===== config.mk =====
export PLATFORM = sky130hd
export DESIGN_NAME = csr_access_ctrl
export DESIGN_NICKNAME = d
export VERILOG_FILES = /design/src/rtl/csr_access_ctrl.sv
export SDC_FILE = /design/constraint.sdc
export NUM_CORES = 1
export LEC_CHECK = 0
export BUFFER_PORTS_ARGS = -buffer_cell sky130_fd_sc_hd__buf_2
export CELL_PAD_IN_SITES_DETAIL_PLACEMENT = 0
export CELL_PAD_IN_SITES_GLOBAL_PLACEMENT = 1
export CORE_MARGIN = 5
export CORE_UTILIZATION = 37
export CTS_BUF_LIST = sky130_fd_sc_hd__clkbuf_4
export CTS_CLUSTER_SIZE = 25
export DETAILED_ROUTE_END_ITERATION = 16
export MAX_ROUTING_LAYER = met4
export PLACE_DENSITY_LB_ADDON = 0.1
export SYNTH_ARGS = -nofsm -noshare
export SYNTH_HDL_FRONTEND = slang
export SYNTH_SLANG_ARGS = --single-unit

===== constraint.sdc =====
create_clock -name clk -period 1.8 [get_ports clk]
set_clock_uncertainty 0.05 [all_clocks]
set_input_delay 0.27 -clock clk [delete_from_list [all_inputs] [get_ports clk]]
set_output_delay 0.27 -clock clk [all_outputs]
set_load 0.1 [all_outputs]

===== src/rtl/csr_access_ctrl.sv =====
// -----------------------------------------------------------------------------
// csr_access_ctrl
//
// Sequences Zicsr read-modify-write accesses from two requesters onto the CSR
// unit's single read port and single write port. Port 0 is the core execute
// stage and port 1 is the debug/host port. Only one transaction is in flight
// at a time: accept -> read -> (optional) write -> respond. The read, the
// modify step and the write therefore look atomic to both requesters.
//
// Ports
//   clk, rst_n              clock, asynchronous active-low reset
//   reqN_valid_i/ready_o    request handshake (ready is a one-cycle pulse)
//   reqN_op_i               00 read, 01 RW, 10 RS (set), 11 RC (clear)
//   reqN_addr_i/src_i       CSR address and rs1 / zero-extended zimm
//   reqN_srcz_i             source is x0 / zimm==0 (suppresses RS/RC write)
//   rspN_valid_o/ready_i    response handshake
//   rspN_rdata_o/err_o      old CSR value, illegal-access flag
//   csr_raddr_o/rdata_i     CSR unit read port (combinational read data)
//   csr_waddr_o/wdata_o/wr_o CSR unit write port
// -----------------------------------------------------------------------------
module csr_access_ctrl #(
    parameter int ADDR_W = 12,
    parameter int DATA_W = 32
) (
    input  logic              clk,
    input  logic              rst_n,

    input  logic              req0_valid_i,
    output logic              req0_ready_o,
    input  logic [1:0]        req0_op_i,
    input  logic [ADDR_W-1:0] req0_addr_i,
    input  logic [DATA_W-1:0] req0_src_i,
    input  logic              req0_srcz_i,
    output logic              rsp0_valid_o,
    input  logic              rsp0_ready_i,
    output logic [DATA_W-1:0] rsp0_rdata_o,
    output logic              rsp0_err_o,

    input  logic              req1_valid_i,
    output logic              req1_ready_o,
    input  logic [1:0]        req1_op_i,
    input  logic [ADDR_W-1:0] req1_addr_i,
    input  logic [DATA_W-1:0] req1_src_i,
    input  logic              req1_srcz_i,
    output logic              rsp1_valid_o,
    input  logic              rsp1_ready_i,
    output logic [DATA_W-1:0] rsp1_rdata_o,
    output logic              rsp1_err_o,

    output logic [ADDR_W-1:0] csr_raddr_o,
    input  logic [DATA_W-1:0] csr_rdata_i,
    output logic [ADDR_W-1:0] csr_waddr_o,
    output logic [DATA_W-1:0] csr_wdata_o,
    output logic              csr_wr_o
);

    typedef enum logic [1:0] {
        IDLE  = 2'd0,
        READ  = 2'd1,
        WRITE = 2'd2,
        RESP  = 2'd3
    } state_t;

    state_t            state;
    logic              ptr;      // 0: port 0 wins a tie, 1: port 1 wins
    logic              owner;    // port that owns the in-flight transaction
    logic [1:0]        op_q;
    logic [ADDR_W-1:0] addr_q;
    logic [DATA_W-1:0] src_q;
    logic              srcz_q;
    logic [DATA_W-1:0] old_q;
    logic [DATA_W-1:0] new_q;
    logic              wr_q;
    logic              rsp_vld_q;
    logic              err_q;

    logic              gnt0;
    logic              gnt1;
    logic              ro;
    logic              modifies;
    logic              wen;
    logic              err_c;
    logic              owner_rsp_ready;

    // Zicsr modify step: RW replaces, RS sets bits, RC clears bits.
    function automatic logic [DATA_W-1:0] csr_modify(input logic [1:0]        op,
                                                     input logic [DATA_W-1:0] old,
                                                     input logic [DATA_W-1:0] src);
        logic [DATA_W-1:0] res;
        case (op)
            2'b01:   res = src;
            2'b10:   res = old | src;
            2'b11:   res = old & ~src;
            default: res = old;
        endcase
        return res;
    endfunction

    // Arbitration is only live in IDLE; ready is combinational from valid.
    always_comb begin
        gnt0 = 1'b0;
        gnt1 = 1'b0;
        if (state == IDLE) begin
            if (req0_valid_i && (!req1_valid_i || !ptr)) begin
                gnt0 = 1'b1;
            end else if (req1_valid_i) begin
                gnt1 = 1'b1;
            end
        end
    end

    assign req0_ready_o = gnt0;
    assign req1_ready_o = gnt1;

    // Top two address bits 11 mark a read-only CSR. A request "modifies"
    // when it is RW, or RS/RC with a non-zero source; such a request is
    // either a legal write or an illegal access, never both.
    assign ro       = (addr_q[ADDR_W-1 -: 2] == 2'b11);
    assign modifies = (op_q == 2'b01) || (op_q[1] && !srcz_q);
    assign wen      = modifies && !ro;
    assign err_c    = modifies && ro;

    assign owner_rsp_ready = owner ? rsp1_ready_i : rsp0_ready_i;

    always_ff @(posedge clk or negedge rst_n) begin
        if (!rst_n) begin
            state     <= IDLE;
            ptr       <= 1'b0;
            owner     <= 1'b0;
            op_q      <= '0;
            addr_q    <= '0;
            src_q     <= '0;
            srcz_q    <= 1'b0;
            old_q     <= '0;
            new_q     <= '0;
            wr_q      <= 1'b0;
            rsp_vld_q <= 1'b0;
            err_q     <= 1'b0;
        end else begin
            case (state)
                IDLE: begin
                    if (gnt0 || gnt1) begin
                        owner  <= gnt1;
                        op_q   <= gnt1 ? req1_op_i   : req0_op_i;
                        addr_q <= gnt1 ? req1_addr_i : req0_addr_i;
                        src_q  <= gnt1 ? req1_src_i  : req0_src_i;
                        srcz_q <= gnt1 ? req1_srcz_i : req0_srcz_i;
                        // Point at the port that was not just served.
                        ptr    <= gnt0;
                        state  <= READ;
                    end
                end
                READ: begin
                    old_q <= csr_rdata_i;
                    new_q <= csr_modify(op_q, csr_rdata_i, src_q);
                    err_q <= err_c;
                    if (wen) begin
                        wr_q  <= 1'b1;
                        state <= WRITE;
                    end else begin
                        rsp_vld_q <= 1'b1;
                        state     <= RESP;
                    end
                end
                WRITE: begin
                    wr_q      <= 1'b0;
                    rsp_vld_q <= 1'b1;
                    state     <= RESP;
                end
                RESP: begin
                    if (owner_rsp_ready) begin
                        rsp_vld_q <= 1'b0;
                        err_q     <= 1'b0;
                        state     <= IDLE;
                    end
                end
                default: state <= IDLE;
            endcase
        end
    end

    // Addresses hold the last captured value between transactions.
    assign csr_raddr_o  = addr_q;
    assign csr_waddr_o  = addr_q;
    assign csr_wdata_o  = new_q;
    assign csr_wr_o     = wr_q;

    assign rsp0_valid_o = rsp_vld_q && !owner;
    assign rsp1_valid_o = rsp_vld_q && owner;
    assign rsp0_err_o   = err_q && !owner;
    assign rsp1_err_o   = err_q && owner;
    assign rsp0_rdata_o = old_q;
    assign rsp1_rdata_o = old_q;

endmodule

== Word-level counts from Yosys, hierarchy flattened ==
Index checks and enable logic that the tools add are counted.

* Word-level logic and storage cells: 72
* Register bits after elaboration: 118
* Bits in latches: 0
* Output and inout bits: 127
* Memory bits (writable): 0
* Input port bits: 132
* Memories: 0
* Memory bits (read-only): 0

* Divide/modulo/power cells: 0
* Bitwise operators: 3
* Equality and inequality tests: 11
* Reduce and logical (&&, ||, !) cells: 25
* $add $sub $neg: 0
* Order comparisons: 0
* Shift operators: 0
* Multiply operators: 0
* Muxes and demuxes: 21

{| class="wikitable"
|+ Operators by type and width
! operator !! number
|-
| $pmux W32 S3 || 1
|-
| $and A32 B32 Y32 || 1
|-
| $mux W32 || 1
|-
| $not A32 Y32 || 1
|-
| $or A32 B32 Y32 || 1
|-
| $mux W12 || 1
|-
| $mux W1 || 11
|-
| $eq A2 B2 Y1 const B || 5
|-
| $logic_and A1 B1 Y1 || 8
|-
| $pmux W2 S4 || 1
|-
| $reduce_and A2 Y1 || 4
|-
| $mux W2 || 3
|-
| $ne A2 B2 Y1 const B || 3
|-
| $logic_not A1 Y1 || 5
|-
| $eq A2 B1 Y1 const B || 2
|-
| $pmux W1 S2 || 2
|-
| $reduce_bool A2 Y1 || 2
|-
| $logic_or A1 B1 Y1 || 3
|-
| $pmux W1 S3 || 1
|-
| $reduce_and A3 Y1 || 1
|-
| $reduce_bool A3 Y1 || 1
|-
| $logic_not A2 Y1 || 1
|-
| $ne A2 B1 Y1 const B || 1
|}

== Logic depth before layout (Yosys ltp) ==
Gate-level depths: netlist (run 1).

* Word-level depth: 8
* Mapped depth: 7

== Worst setup path before layout (run 1) ==
OpenSTA, ideal clock, no wires.

* Path type: register to output
* Start point: register state[0]
* End point: output port req1_ready_o
* Required time: 1.480 ns
* Arrival: 2.441 ns
* Slack: -0.961 ns
* Cell stages (with the launch flop): 7
* Path buffers: 2
* Path through: dfrtp_1 > inv_1 > ha_1 > nand2_1 > buf_2 > buf_2 > nor2_1

* Cells in the longest elaborated chain, start to end: 2

{| class="wikitable"
|+ RTL lines
! item !! line !! source
|-
| start, declared || 64 || <nowiki>state_t state;</nowiki>
|-
| start signal, assigned || 127 || <nowiki>state <= IDLE;</nowiki>
|-
| start signal, assigned || 150 || <nowiki>state <= READ;</nowiki>
|-
| start signal, assigned || 159 || <nowiki>state <= WRITE;</nowiki>
|-
| $logic_not A2 Y1 || 103 || <nowiki>if (state == IDLE) begin</nowiki>
|-
| $mux W1 || 103 ||
|-
| end, declared || 40 || <nowiki>output logic req1_ready_o,</nowiki>
|}

Every way passes these cells.

== Worst setup path in the final report (run 1) ==
* Start point: register state[1]
* End point: output port req1_ready_o

Same word-level chain as after synthesis.

==> impl_summary.md, run 1 <==
STA
The final hold slack is 0.207 ns. The worst-case headroom to the max-slew limit is 63.1%. The final count of hold timing violations was 0. Subtracting the final worst setup slack from the clock period gives 1.90 ns. Setup repair after global routing could not meet its margin everywhere. The smallest setup slack after layout is -0.0963 ns. The count of pins over their slew limit is 0. Setup violations remaining at the end of the flow were counted as 2.

For the pin with the worst max-slew slack, the measured transition is 0.538 ns. The share of the clock period used by the worst path is 105%. Timing would allow up to 527 MHz.

Logic synthesis
In this run the biggest area consumer among cell types represents 46.5% of the synthesized area. The post-synthesis async set-or-reset flop share is 100%. The number of nets in the synthesized netlist is 786. The number of synthesized flops with an enable pin is 0.

sky130_fd_sc_hd__dfrtp_1 takes more of the synthesized area than any other cell. In this run the mean area of a mapped cell was 9.76 um^2. The synthesized instance count is 650.

The sequential cell area fraction in the yosys report is 46.5%. The number of synthesized register bits is 118. The area of the mapped netlist is 6340 um^2. The Yosys step of the flow raised 0 warnings. The distinct cell type count of the synthesized netlist is 37.

The commonest register cell after synthesis is sky130_fd_sc_hd__dfrtp_1. Ranked by total cell area, the synthesized netlist is headed by sky130_fd_sc_hd__dfrtp_1 47%, sky130_fd_sc_hd__mux2_2 6.0%, sky130_fd_sc_hd__o21ai_0 5.9%, sky130_fd_sc_hd__buf_4 5.8%, sky130_fd_sc_hd__a31oi_1 4.7%.

Critical path
The critical path data arrival time is 1.58 ns. The startpoint of the most critical register-to-register path is state[0]. The most critical setup path has its startpoint at state[1]. The end of the worst register-to-register path is state[1]. In this run the worst path has a maximum fanout of 4. The worst setup path is captured at an output port. The count of cells along the worst register-to-register path is 4. The kind of start point of the critical path is a register. At the worst endpoint, the required time is 1.48 ns. The termination of the worst setup path is req1_ready_o. The worst setup path category is register to output port. The setup slack of the worst register-to-register path is 0.15 ns.

Global routing
The first global-routing pass estimated 31,500 um of wire. The number of antenna violations at the first check in global routing is 1. The total overflow left after global routing is 0. The largest net degree at the start of global routing is 62.

Global routing used 20.3% of the available tracks. The via count of the first global-routing pass came to 6,055.

Placed design
The detailed-placement wirelength estimate is 13,500 um. The count of input and output buffers is 258. The weighted congestion reported at the end of routability-driven placement is 0.803.

Floorplanning
The core region area is 16,700 um^2. Measured along the x axis, the die boundary spans 141 um. The standard-cell row count is 47. The starting density of the core is 38.0%.

From bottom edge to top edge, the die measures 141 um. The number of primary I/O pins is 259. The die outline area is 19,900 um^2.

Status
The run finished, with violations left. The checks that failed: negative setup slack.

Routing
Using the TritonRoute via totals, the vias-per-cell ratio works out to 5.00. The DRC violation count after routing is 0. The violation count after the first detailed-routing iteration is 299. The count of TritonRoute iterations in the first routing pass is 5. Summed over all layers, the routed wires come to 20,000 um. The routed via count is 6,105. The post-route antenna net violation count is 0. The average routed wire per standard cell is 16.4 um.

Flow run
The max-cap violation count is 0.

Min path
The worst min-delay path category is input pin to asynchronous set/reset pin.

Clock network
Clock-pin slew was measured on the worst setup and hold paths at 0.11 ns. The TritonCTS clock tree is built. The total CTS buffers is 17.

The H-tree was split into 4 levels. The library cell used as clock root buffer is sky130_fd_sc_hd__clkbuf_4. No sink is reached through more buffers than the 2 on the longest clock path. At the later pin of the worst-skew pair, clock insertion delay measures 0.54 ns. The clock sink count is 118.

Layout
The library cells used most frequently in the layout, excluding fill and tap cells, are 242 x sky130_fd_sc_hd__buf_2, 128 x sky130_fd_sc_hd__dlygate4sd3_1, 115 x sky130_fd_sc_hd__dfrtp_1. The final layout contains 1,121 nets. The post-route netlist has 37.0% of its cells at a drive strength greater than 1.

The area growth from synthesis to layout is 46.8%. Leaving out fill and tap cells, the most frequent cell in the layout is sky130_fd_sc_hd__buf_2. The total of fill cells in the finished design is 1,535.
[how the worst min path moves through the flow]
stage / endpoint / slack (ns) / depth (start not counted)
detailed placement: csr_wdata_o[8] / 0.26 / 2
CTS: rsp_vld_q / 0.17 / 4
global route: rsp0_rdata_o[4] / 0.21 / 3
finish: rsp0_rdata_o[4] / 0.21 / 3
floorplan: csr_raddr_o[0] / -0.08 / 0
global placement: csr_wdata_o[5] / 0.26 / 2
[flip-flops by register name, indices dropped and copies added, names as in the netlist]
register,flops
csr_raddr_o,12
csr_wdata_o,32
csr_wr_o,1
err_q,1
op_q,2
owner,1
ptr,1
rsp0_rdata_o,32
rsp_vld_q,1
src_q,32
srcz_q,1
state,2
[cells by family (layout without fill, tap and decap cells)]
| family | count (synthesis) | count (layout) | share of synthesized area (%) |
|---|---|---|---|
| compound gates | 204 | 204 | 20.7 |
| fa+ha+maj | 4 | 4 | 0.789 |
| buf+inv | 137 | 484 | 12.5 |
| other cells | 0 | 3 | 0 |
| xor+xnor | 32 | 32 | 4.42 |
| mux | 35 | 35 | 6.19 |
| flops | 118 | 118 | 46.5 |
| simple gates | 120 | 120 | 8.85 |
[area by class of cell]
cell class	instances	area [um^2]	area share, %
Timing Repair Buffer	416	2980	32.0
Inverter	37	139	1.49
Antenna cell	3	7.51	0.0806
Tap cell	220	275	2.95
Sequential cell	118	2960	31.7
Clock buffer	19	143	1.53
Clock inverter	12	160	1.72
Multi-Input combinational cell	395	2650	28.5
[worst max-delay path: stages (launching register included)]
cell	delay, ns
sky130_fd_sc_hd__dfrtp_1	0.40
sky130_fd_sc_hd__inv_2	0.09
sky130_fd_sc_hd__ha_4	0.15
sky130_fd_sc_hd__nand2_2	0.09
sky130_fd_sc_hd__nor2_4	0.13
sky130_fd_sc_hd__buf_12	0.18
[layer usage]
layer | vias up | part of all wire, % | GRT usage [%]
met1 | 2912 | 42 | 25.2
li1 | 2936 | - | -
met5 | - | 0 | -
met3 | 22 | 6.9 | 4.94
met2 | 235 | 50 | 33.2
met4 | 0 | 1.2 | 5.76
[timing repair]
item | 4_1_cts | 5_1_grt
endpoints found under the hold margin | 198 | 0
resized for setup | 8 | 13
hold buffers | 128 | 0
buffers inserted | 6 | 0
pin swaps | 1 | 1
setup endpoints to repair | 6 | 15
[Yosys cell counts, types with 4 or more instances]
master,count
sky130_fd_sc_hd__nand2_1,6
sky130_fd_sc_hd__o21ai_1,7
sky130_fd_sc_hd__clkbuf_1,21
sky130_fd_sc_hd__a31oi_1,48
sky130_fd_sc_hd__mux2_2,34
sky130_fd_sc_hd__inv_1,37
sky130_fd_sc_hd__ha_1,4
sky130_fd_sc_hd__and2_1,5
sky130_fd_sc_hd__a21o_1,33
sky130_fd_sc_hd__dfrtp_1,118
sky130_fd_sc_hd__xnor2_1,32
sky130_fd_sc_hd__buf_2,24
sky130_fd_sc_hd__nor2_1,49
sky130_fd_sc_hd__a221oi_1,31
sky130_fd_sc_hd__buf_4,49
sky130_fd_sc_hd__o21ai_0,75
sky130_fd_sc_hd__nand3_1,48
[metrics by stage]
step                      std cells  utilization [%]  TNS (ns)  instance area (um^2)  setup slack, ns
after CTS                      1217             55.5    -0.315                  9280           -0.159
final                          1220             55.8    -0.190                  9320          -0.0963
after global routing           1220             55.8    -0.448                  9320           -0.211
after floorplan                 650                -    -0.607                  6380           -0.279
after global placement         1052             45.6         0                  7620            0.273
after detailed placement       1052             45.6         0                  7620            0.206
Power of run 1 is not shown: default switching activity piles up to over one toggle a cycle in this logic, so the estimate is an artifact.
==> run 2, diff against run 1 <==
--- a/config.mk
+++ b/config.mk
@@ -5,14 +5,14 @@
 export SDC_FILE = /design/constraint.sdc
 export NUM_CORES = 1
 export LEC_CHECK = 0
-export BUFFER_PORTS_ARGS = -buffer_cell sky130_fd_sc_hd__buf_2
 export CELL_PAD_IN_SITES_DETAIL_PLACEMENT = 0
 export CELL_PAD_IN_SITES_GLOBAL_PLACEMENT = 1
 export CORE_MARGIN = 5
-export CORE_UTILIZATION = 37
+export CORE_UTILIZATION = 40
 export CTS_BUF_LIST = sky130_fd_sc_hd__clkbuf_4
 export CTS_CLUSTER_SIZE = 25
 export DETAILED_ROUTE_END_ITERATION = 16
+export DONT_BUFFER_PORTS = 1
 export MAX_ROUTING_LAYER = met4
 export PLACE_DENSITY_LB_ADDON = 0.1
 export SYNTH_ARGS = -nofsm -noshare
==> run 2 against run 1 <==
Compared with the run above: the run ends with negative hold slack, negative setup slack left; global-route usage rose by 1.2 points; flip-flop and latch count did not move; worst hold slack got worse by 0.83 ns; utilization rose by 5.6 points; critical path depth did not move; first-iteration DRC count fell by 14%; setup slack got worse by 0.051 ns; critical path type unchanged; largest cell class unchanged.
==> impl_summary.md, run 2 (same netlist as run 1, synthesis figures left out) <==
Floorplanning
The height of the chip is 136 um (-3.6%). The number of primary I/O pins is 259 (unchanged). The standard-cell row count is 46 (-2.1%).

The die outline area came to 18,500 um^2 (-7.0%). The core region area is 15,700 um^2 (-5.9%). The starting density of the core is 40.4% (+2.4 points). The overall die width was 136 um (-3.6%).

Routing
The routed via count came to 5,839 (-4.4%). The per-cell via count in the routed design was 5.46 (+9.2%). The post-route antenna net violation count was 0 (unchanged). The count of TritonRoute iterations in the first routing pass came to 5 (unchanged).

The average routed wire per standard cell came to 19.8 um (+20%). The aggregate routed wire length is 21,100 um (+5.6%). The DRC violation count after routing was 0 (unchanged).

The violation count after the first detailed-routing iteration is 258 (-14%).

Min path
The worst min-delay path category is input pin to asynchronous set/reset pin.

Clock network
The total of hold buffers inserted after clock tree synthesis is 130 (+1.6%). The total CTS buffers came to 17 (unchanged). The source-to-sink clock delay at the later pin of the worst-skew pair is 0.53 ns (about the same).

The H-tree depth is 4 (unchanged). The clock sink count was 118 (unchanged). The clock transition at the registers of the reported paths was 0.10 ns (about the same). The TritonCTS clock tree is built.

The largest buffer count on any clock path came to 2 (unchanged). The library cell used as clock root buffer is sky130_fd_sc_hd__clkbuf_4.

Critical path
The worst setup path is captured at an output port. The data required time of the worst path was 1.48 ns (about the same). The kind of start point of the critical path is a register. The delay contributed by the slowest stage of the critical path is 0.41 ns (about the same). Walking the worst path, the cells encountered are inv_2 -> ha_4 -> nand2_4 -> a21oi_4 -> buf_12. The largest fanout on the critical path is 4 (unchanged). In this design, the largest share of critical-path delay is due to flip-flops.

The critical path is of the register to output port type. The count of buffer and inverter cells on the critical path came to 2 (unchanged). The critical path data arrival time is 1.63 ns (+0.05 ns). The slowest stage of the critical path is the sky130_fd_sc_hd__dfrtp_1 cell.

The setup slack of the worst register-to-register path is 0.04 ns (-0.11 ns).

STA
The final count of hold timing violations was 118 (+118). The smallest setup slack after layout is -0.147 ns (-0.0511 ns). The count of final setup violators is 2 (unchanged). The timing-limited maximum frequency is 514 MHz (-2.6%). The share of the clock period used by the worst path was 108% (+2.8 points). Setup repair after global routing could not meet its margin everywhere. The summed negative setup slack over all endpoints is -0.263 ns (-0.0726 ns). The minimum clock period is 1.95 ns (+0.0511 ns). The worst-margin pin slew came to 0.510 ns (-0.0280 ns). The worst-case headroom to the max-slew limit is 65.0% (+1.9 points). The count of pins over their slew limit is 0 (unchanged). The final hold slack was -0.620 ns (-0.827 ns).

Global routing
The global-route wire length before repair is 30,200 um (-4.0%). The number of antenna violations at the first check in global routing is 0 (-1). The via count of the first global-routing pass is 5,862 (-3.2%). The largest net degree at the start of global routing is 119 (+92%). The global routing usage summed across all routing layers was 21.5% (+1.2 points). The sum of overflow across all layers after global routing came to 0 (unchanged).

Placed design
The weighted congestion reported at the end of routability-driven placement is 0.773 (-3.8%). The instance count after placement with tap cells included is 877 (-17%). The placement-stage cell area is 7530 um^2 (-1.2%). The count of input and output buffers is 0 (-100%). The detailed-placement wirelength estimate is 12,900 um (-4.5%).

Layout
The area growth from synthesis to layout is 52.0%. The count of placed standard cells in the final layout, fillers left out was 1,069 (-12%). The library cells used most frequently in the layout, excluding fill and tap cells, are 130 x sky130_fd_sc_hd__dlygate4sd3_1, 75 x sky130_fd_sc_hd__o21ai_0, 71 x sky130_fd_sc_hd__dfrtp_1.

The total of fill cells in the finished design was 1,270 (-17%). The antenna diode instance count is 0 (-3). The fraction of final layout cells with drive strength greater than 1 is 32.1% (-4.9 points). The number of nets in the finished design was 976 (-13%). Leaving out fill and tap cells, the most frequent cell in the layout is sky130_fd_sc_hd__dlygate4sd3_1. The final non-filler cell area is 9650 um^2 (+3.5%).

Status
The flow ran to the end, but the final reports show violations. The checks that failed: negative hold slack, negative setup slack.

Flow run
The max-cap violation count is 0 (unchanged).
[run 2: changes by cell type in the layout (fill, tap and decap cells not counted), sizes merged]
cell         delta
buf           -147
bufinv          -3
clkbuf          +2
clkinv          +2
diode           -3
dlygate4sd3     +2
inv             -1
o21a            +1
[run 2: cell type report]
class / instances / area (um^2) / area share, %
Timing Repair Buffer: 270 / 3220 / 33.4
Sequential cell: 118 / 3010 / 31.2
Multi-Input combinational cell: 396 / 2760 / 28.6
Tap cell: 216 / 270 / 2.80
Clock buffer: 22 / 165 / 1.71
Inverter: 37 / 151 / 1.57
Clock inverter: 10 / 67.6 / 0.700
[run 2: worst paths after layout]
check | from | endpoint | depth (start not counted)
worst max-delay path | state[1] | req0_ready_o | 5
worst min-delay path | rst_n | rsp0_rdata_o[11] | 0
worst max register to register | state[1] | src_q[28] | 7
worst min register to register | csr_wdata_o[6] | csr_wdata_o[6] | 1
max in group asynchronous | rst_n | rsp0_rdata_o[31] | 0
min in group clk | req1_valid_i | op_q[0] | 3
[run 2: timing repair]
item	in CTS	in global routing
pin swaps	3	6
gates cloned	0	12
buffers inserted	11	10
hold endpoints to repair	231	118
resized for setup	15	29
setup endpoints to repair	6	112
[run 2: metal layers]
metal | GRT usage (%) | part of all wire, %
met5 | - | 0
met4 | 8.57 | 2.5
met3 | 5.81 | 6.1
met2 | 34.4 | 50
met1 | 25.8 | 42
[run 2: metrics by stage]
stage,setup slack [ns],utilization [%]
after floorplan,-0.279,-
after detailed placement,0.109,47.9
final,-0.147,61.4
after global routing,-0.241,61.4
after global placement,0.125,47.9
after CTS,-0.186,58.6
Power of run 2 is left out for the same reason.
